### src/rtl/scan_sel_gen.sv
// scan_sel_gen
//   Walks the enabled channels in ascending index order and drives the 3-bit
//   select code for the downstream decoder. Each channel is held for dwell+1
//   cycles, then a one-cycle gap (sel_valid low) separates it from the next
//   channel. Runs one pass per start, or loops continuously when cont=1.
//
// Ports
//   clk        system clock, rising edge
//   rst_n      asynchronous active-low reset
//   start      scan request, sampled only while idle
//   stop       abort, highest priority
//   cont       1 = continuous passes, 0 = single pass (latched at start)
//   chan_mask  per-channel enable, bit i = channel i (latched at start)
//   dwell      per-channel hold length minus one (latched at start)
//   sel        select code to the decoder
//   sel_valid  sel qualified
//   busy       scan in progress
//   done       one-cycle pulse at the end of a single pass (or empty-mask start)
//   wrap       one-cycle pulse in the gap before a continuous pass restarts
module scan_sel_gen #(
    parameter int unsigned DWELL_W = 8
) (
    input  logic               clk,
    input  logic               rst_n,
    input  logic               start,
    input  logic               stop,
    input  logic               cont,
    input  logic [7:0]         chan_mask,
    input  logic [DWELL_W-1:0] dwell,
    output logic [2:0]         sel,
    output logic               sel_valid,
    output logic               busy,
    output logic               done,
    output logic               wrap
);

    typedef enum logic [1:0] {IDLE, DWELL, GAP} state_t;

    state_t             state_q, state_d;
    logic [2:0]         sel_d;
    logic               sel_valid_d, busy_d, done_d, wrap_d;
    logic [7:0]         mask_q, mask_d;
    logic [DWELL_W-1:0] dwell_q, dwell_d;
    logic               cont_q, cont_d;
    logic [DWELL_W-1:0] cnt_q, cnt_d;

    // Lowest set bit of m (0 when m is empty; callers check for that).
    function automatic logic [2:0] lowest_set(input logic [7:0] m);
        logic [2:0] idx;
        idx = '0;
        for (int unsigned i = 8; i > 0; i--) begin
            if (m[i-1]) idx = 3'(i - 1);
        end
        return idx;
    endfunction

    // {found, index} of the lowest set bit of m strictly above cur.
    function automatic logic [3:0] next_above(input logic [7:0] m, input logic [2:0] cur);
        logic [3:0] r;
        r = '0;
        for (int unsigned i = 8; i > 0; i--) begin
            if (m[i-1] && ((i - 1) > 32'(cur))) r = {1'b1, 3'(i - 1)};
        end
        return r;
    endfunction

    logic [3:0] above;
    logic [2:0] first_idx;

    always_comb begin
        above     = next_above(mask_q, sel);
        first_idx = lowest_set(mask_q);
    end

    always_comb begin
        state_d     = state_q;
        sel_d       = sel;
        sel_valid_d = 1'b0;
        busy_d      = 1'b0;
        done_d      = 1'b0;
        wrap_d      = 1'b0;
        mask_d      = mask_q;
        dwell_d     = dwell_q;
        cont_d      = cont_q;
        cnt_d       = cnt_q;

        case (state_q)
            IDLE: begin
                if (start && !stop) begin
                    if (chan_mask != '0) begin
                        mask_d      = chan_mask;
                        dwell_d     = dwell;
                        cont_d      = cont;
                        sel_d       = lowest_set(chan_mask);
                        cnt_d       = '0;
                        state_d     = DWELL;
                        sel_valid_d = 1'b1;
                        busy_d      = 1'b1;
                    end else begin
                        done_d = 1'b1;
                    end
                end
            end
            DWELL: begin
                if (stop) begin
                    state_d = IDLE;
                end else if (cnt_q == dwell_q) begin
                    if (above[3]) begin
                        state_d = GAP;
                        busy_d  = 1'b1;
                    end else if (cont_q) begin
                        state_d = GAP;
                        busy_d  = 1'b1;
                        wrap_d  = 1'b1;
                    end else begin
                        state_d = IDLE;
                        done_d  = 1'b1;
                    end
                end else begin
                    cnt_d       = cnt_q + DWELL_W'(1);
                    sel_valid_d = 1'b1;
                    busy_d      = 1'b1;
                end
            end
            GAP: begin
                if (stop) begin
                    state_d = IDLE;
                end else begin
                    // The registered wrap flag marks a gap that restarts the pass.
                    sel_d       = wrap ? first_idx : above[2:0];
                    cnt_d       = '0;
                    state_d     = DWELL;
                    sel_valid_d = 1'b1;
                    busy_d      = 1'b1;
                end
            end
            default: state_d = IDLE;
        endcase
    end

    always_ff @(posedge clk or negedge rst_n) begin
        if (!rst_n) begin
            state_q   <= IDLE;
            sel       <= '0;
            sel_valid <= 1'b0;
            busy      <= 1'b0;
            done      <= 1'b0;
            wrap      <= 1'b0;
            mask_q    <= '0;
            dwell_q   <= '0;
            cont_q    <= 1'b0;
            cnt_q     <= '0;
        end else begin
            state_q   <= state_d;
            sel       <= sel_d;
            sel_valid <= sel_valid_d;
            busy      <= busy_d;
            done      <= done_d;
            wrap      <= wrap_d;
            mask_q    <= mask_d;
            dwell_q   <= dwell_d;
            cont_q    <= cont_d;
            cnt_q     <= cnt_d;
        end
    end

endmodule

### config.mk
export PLATFORM = sky130hd
export DESIGN_NAME = scan_sel_gen
export DESIGN_NICKNAME = d
export VERILOG_FILES = /design/src/rtl/scan_sel_gen.sv
export SDC_FILE = /design/constraint.sdc
export NUM_CORES = 1
export LEC_CHECK = 0
export CAP_MARGIN = 20
export CORE_AREA = 4 4 67 69
export CTS_CLUSTER_DIAMETER = 120
export DETAILED_ROUTE_END_ITERATION = 7
export DIE_AREA = 0 0 71 73
export GPL_TIMING_DRIVEN = 0
export PLACE_DENSITY = 0.72
export SYNTH_ARGS = -nofsm -noshare
export SYNTH_HDL_FRONTEND = slang
export SYNTH_SLANG_ARGS = --single-unit
export TNS_END_PERCENT = 100
### constraint.sdc
create_clock -name clk -period 4 [get_ports clk]
set_input_delay 0.8 -clock clk [delete_from_list [all_inputs] [get_ports clk]]
set_output_delay 0.8 -clock clk [all_outputs]
set_load 0.02 [all_outputs]
==> results.txt <==
----------------------------------------------------
[Detailed routing]
  Avg Vias per Cell ... 5.76
  DR iter-0 viols ... 217
  Number of nets still failing antenna checks after routing ... 0
  DR vias ... 1521
  Final Routed Wirelength ... 4300 um
  Drt first pass iters ... 4
  WL per Instance ... 16.3 um
  Remaining DRCs ... 0

[Placed design]
  Global placement routability congestion ... 0.941
  Cell total after placement ... 257
  Count of buffers inserted at the top-level ports ... 27
  Final HPWL from detailed placement ... 3260 um
  Worst setup slack after placement ... 1.40 ns

[Yosys]
  Count of cell types in the netlist ... 45
  Async set-reset flop share out of synthesis ... 100%
  Post-synth design cell area ... 0.00187 mm2
  Count of state elements after synthesis ... 34
  Synth Net Count ... 202
  Number of enable-type register cells in the synthesized netlist ... 0
  Prevailing post-synth register cell ... sky130_fd_sc_hd__dfrtp_1
  Synthesized area per cell ... 10.4 um2
  Number of warnings reported in the yosys synthesis log ... 0
  Sequential fraction of the synthesis area ... 45.5%
  Synthesized instance count ... 180

[Hold path]
  Start point of the worst min-delay path ... cnt_q[7]$_DFFE_PN0P_
  Worst hold path type ... register to register

[Clocking]
  TritonCTS clock tree ... built
  Source-to-sink clock delay at the later pin of the worst-skew pair ... 0.28 ns
  Clock-pin transition on the worst setup and hold timing paths ... 0.07 ns
  Number of buffers inserted by post-CTS setup repair ... 0
  Num CTS Buffers ... 5
  # resized after CTS ... 0
  Clk buf depth ... 2
  Clock Root Buffer ... sky130_fd_sc_hd__clkbuf_8
  Cts-stage hold buffer count ... 0
  # clock sinks ... 34
  CTS H-tree depth ... 2

[Die]
  Die X ... 71 um
  Initial Util ... 47.8%
  Top-Level Pins ... 28
  Core area ... 0.00391 mm2
  Floorplan die area ... 0.00518 mm2
  Num rows ... 23
  Height of the die ... 73 um

[Cells and area]
  Fillers ... 360
  Most common cell after layout, fill and taps aside ... sky130_fd_sc_hd__dfrtp_1
  Post-layout instance count excluding filler cells ... 264
  Relative area change from synthesis to final layout ... 21.7%
  Share of post-route cells with drive strength above 1 ... 17.3%
  Highest-count cells in the layout ignoring fill and taps ... sky130_fd_sc_hd__dfrtp_1, sky130_fd_sc_hd__clkdlybuf4s50_1, sky130_fd_sc_hd__mux2_2
  Footprint of the flip-flops and latches ... 851 um2
  Antenna diode count ... 0
  Total area of multi-input combinational cells ... 952 um2
  Number of nets in the layout ... 236

[Power and ir drop]
  Power share of the combinational group ... 39.6%
  Ratio of total power to cell area ... 592 mW/mm2
  Clock share of power ... 17.4%
  Max IR drop VDD ... 0.000359 V
  Leakage component of the power ... 0.879 nW
  Net switching component of the power ... 0.510 mW
  Part of the power in registers ... 43.0%
  Internal power ... 0.839 mW
  Sw frac ... 37.8%

[Setup path]
  WS Path Type ... primary input to register
  Sequence of cells on the critical path ... clkdlybuf4s50_1 > nor2_1 > nand3b_1 > a21oi_1 > buf_4 > mux2_2
  Element type at the critical path end ... register
  Crit path DAT ... 2.48 ns
  Startpoint type of the worst setup path ... primary input
  Slowest-stage cell, CP ... sky130_fd_sc_hd__clkdlybuf4s50_1
  Timing startpoint of the critical path ... stop
  Max incr delay on CP ... 0.47 ns
  Maximum fanout along the worst path ... 10
  Beginning of the worst register-to-register path ... state_q[0]$_DFFE_PN0P_
  Data required time of the critical path ... 4.17 ns

[Timing]
  Achievable clock frequency ... 0.433 GHz
  Hold Worst Slack ... 0.524 ns
  Post-route setup slack ... 1.69 ns
  Largest clock skew in the final design ... 0.00432 ns
  Fin crit share ... 57.8%
  Post-route minimum period ... 2.31 ns
  Transition at the pin with the smallest max-transition slack ... 0.729 ns
  Count of endpoints failing setup in the final report ... 0
  Max-slew headroom at the worst pin ... 51.4%
  TNS Setup ... 0 ns
  Final-report hold violation count ... 0
  Final Slew Violations ... 0
  Unrepaired setup endpoints after global routing ... no

[Global routing]
  Antenna violations before repair ... 0
  Fraction of met1 tracks used by global routing ... 23.6%
  Vias in the first global route ... 1562
  First-pass GRT wire length ... 7350 um
  GR peak layer ... met2
  Global routing met2 resource utilization ... 29.5%
  Total track usage ... 18.2%
  Largest net degree at the start of global routing ... 35
  Global-route met3 utilization ... 4.55%
  Residual overflow from global routing ... 0

[Status]
  Outcome ... complete, no violations

[Run]
  Maximum Capacitance Violations ... 0

----------------------------------------------------
[power by group through the flow]
stage	logic, mW	clock network (mW)	registers (mW)
after floorplan	0.352	0	0.573
after global placement	0.507	0	0.576
after detailed placement	0.530	0	0.583
after CTS	0.533	0.243	0.578
after global routing	0.582	0.262	0.599
final	0.534	0.235	0.580
[flip-flops by register name, summed over array words and instances, names as in the netlist]
signal / flops
sel: 3
cont_q: 1
state_q: 2
done: 1
mask_q: 8
sel_valid: 1
busy: 1
dwell_q: 8
wrap: 1
cnt_q: 8
[final timing paths]
path	cells past startpoint	endpoint	slack [ns]
setup / recovery	6	dwell_q[4]$_DFFE_PN0P_	1.69
setup reg to reg	5	dwell_q[4]$_DFFE_PN0P_	2.27
hold reg to reg	1	cnt_q[7]$_DFFE_PN0P_	0.52
hold / removal	1	cnt_q[7]$_DFFE_PN0P_	0.52
min in group asynchronous	1	mask_q[7]$_DFFE_PN0P_	0.57
max in group asynchronous	1	mask_q[3]$_DFFE_PN0P_	2.96
[logic make-up (layout without fill, tap and decap cells)]
kind of cell,count (synthesis),count (layout),synth area share [%]
XOR/XNOR,10,10,4.68
AND/OR/NAND/NOR,59,59,18.7
multiplexers,17,17,10.1
flip-flops,34,34,45.5
AO/OA/AOI/OAI,46,46,16.8
buffers and inverters,13,47,3.68
adder cells (fa/ha/maj),1,1,0.668
[cells in the mapped netlist, drive strengths merged (4+ instances only)]
master   n  area, um2
dfrtp   34        851
mux2    15        169
nand2   14       55.1
nor2    11       41.3
o21ai   11       55.1
inv      8       30.0
xnor2    8       70.1
a21oi    7       35.0
nand3    7       35.0
buf      5       38.8
nor2b    5       31.3
o31ai    5       37.5
a211oi   4       30.0
a31oi    4       31.3
nand2b   4       25.0
nor3     4       20.0
o211ai   4       30.0
[stage by stage]
stage | util (%) | instance area, um2 | power [mW]
after floorplan | - | 1870 | 0.925
after global placement | 56.3 | 2200 | 1.08
after detailed placement | 56.2 | 2200 | 1.11
after CTS | 58.2 | 2280 | 1.35
after global routing | 58.2 | 2280 | 1.44
final | 58.2 | 2280 | 1.35
[layer usage]
metal | vias to the layer above | routed length, um
li1 | 726 | -
met1 | 740 | 1860
met2 | 47 | 2160
met3 | 8 | 210
met4 | 0 | 61
met5 | - | 0
[cell type report]
class                   instances  area share, %
flip-flops and latches         34           37.3
multi-input cells             133           41.8
inverters                       8           1.32
clock inverters                 2          0.439
clock buffers                   5           3.02
plain buffers                   5           1.70
repair buffers                 27           11.6
well taps                      50           2.75
[worst max-delay path: cells and delay by family]
| family | cells | cell delay, ns |
|---|---|---|
| buffers and inverters | 2 | 0.69 |
| AOI/OAI and AO/OA | 1 | 0.19 |
| and+or+nand+nor | 2 | 0.44 |
| muxes | 1 | 0.36 |
Note: power is estimated with default switching activity, not from simulation.
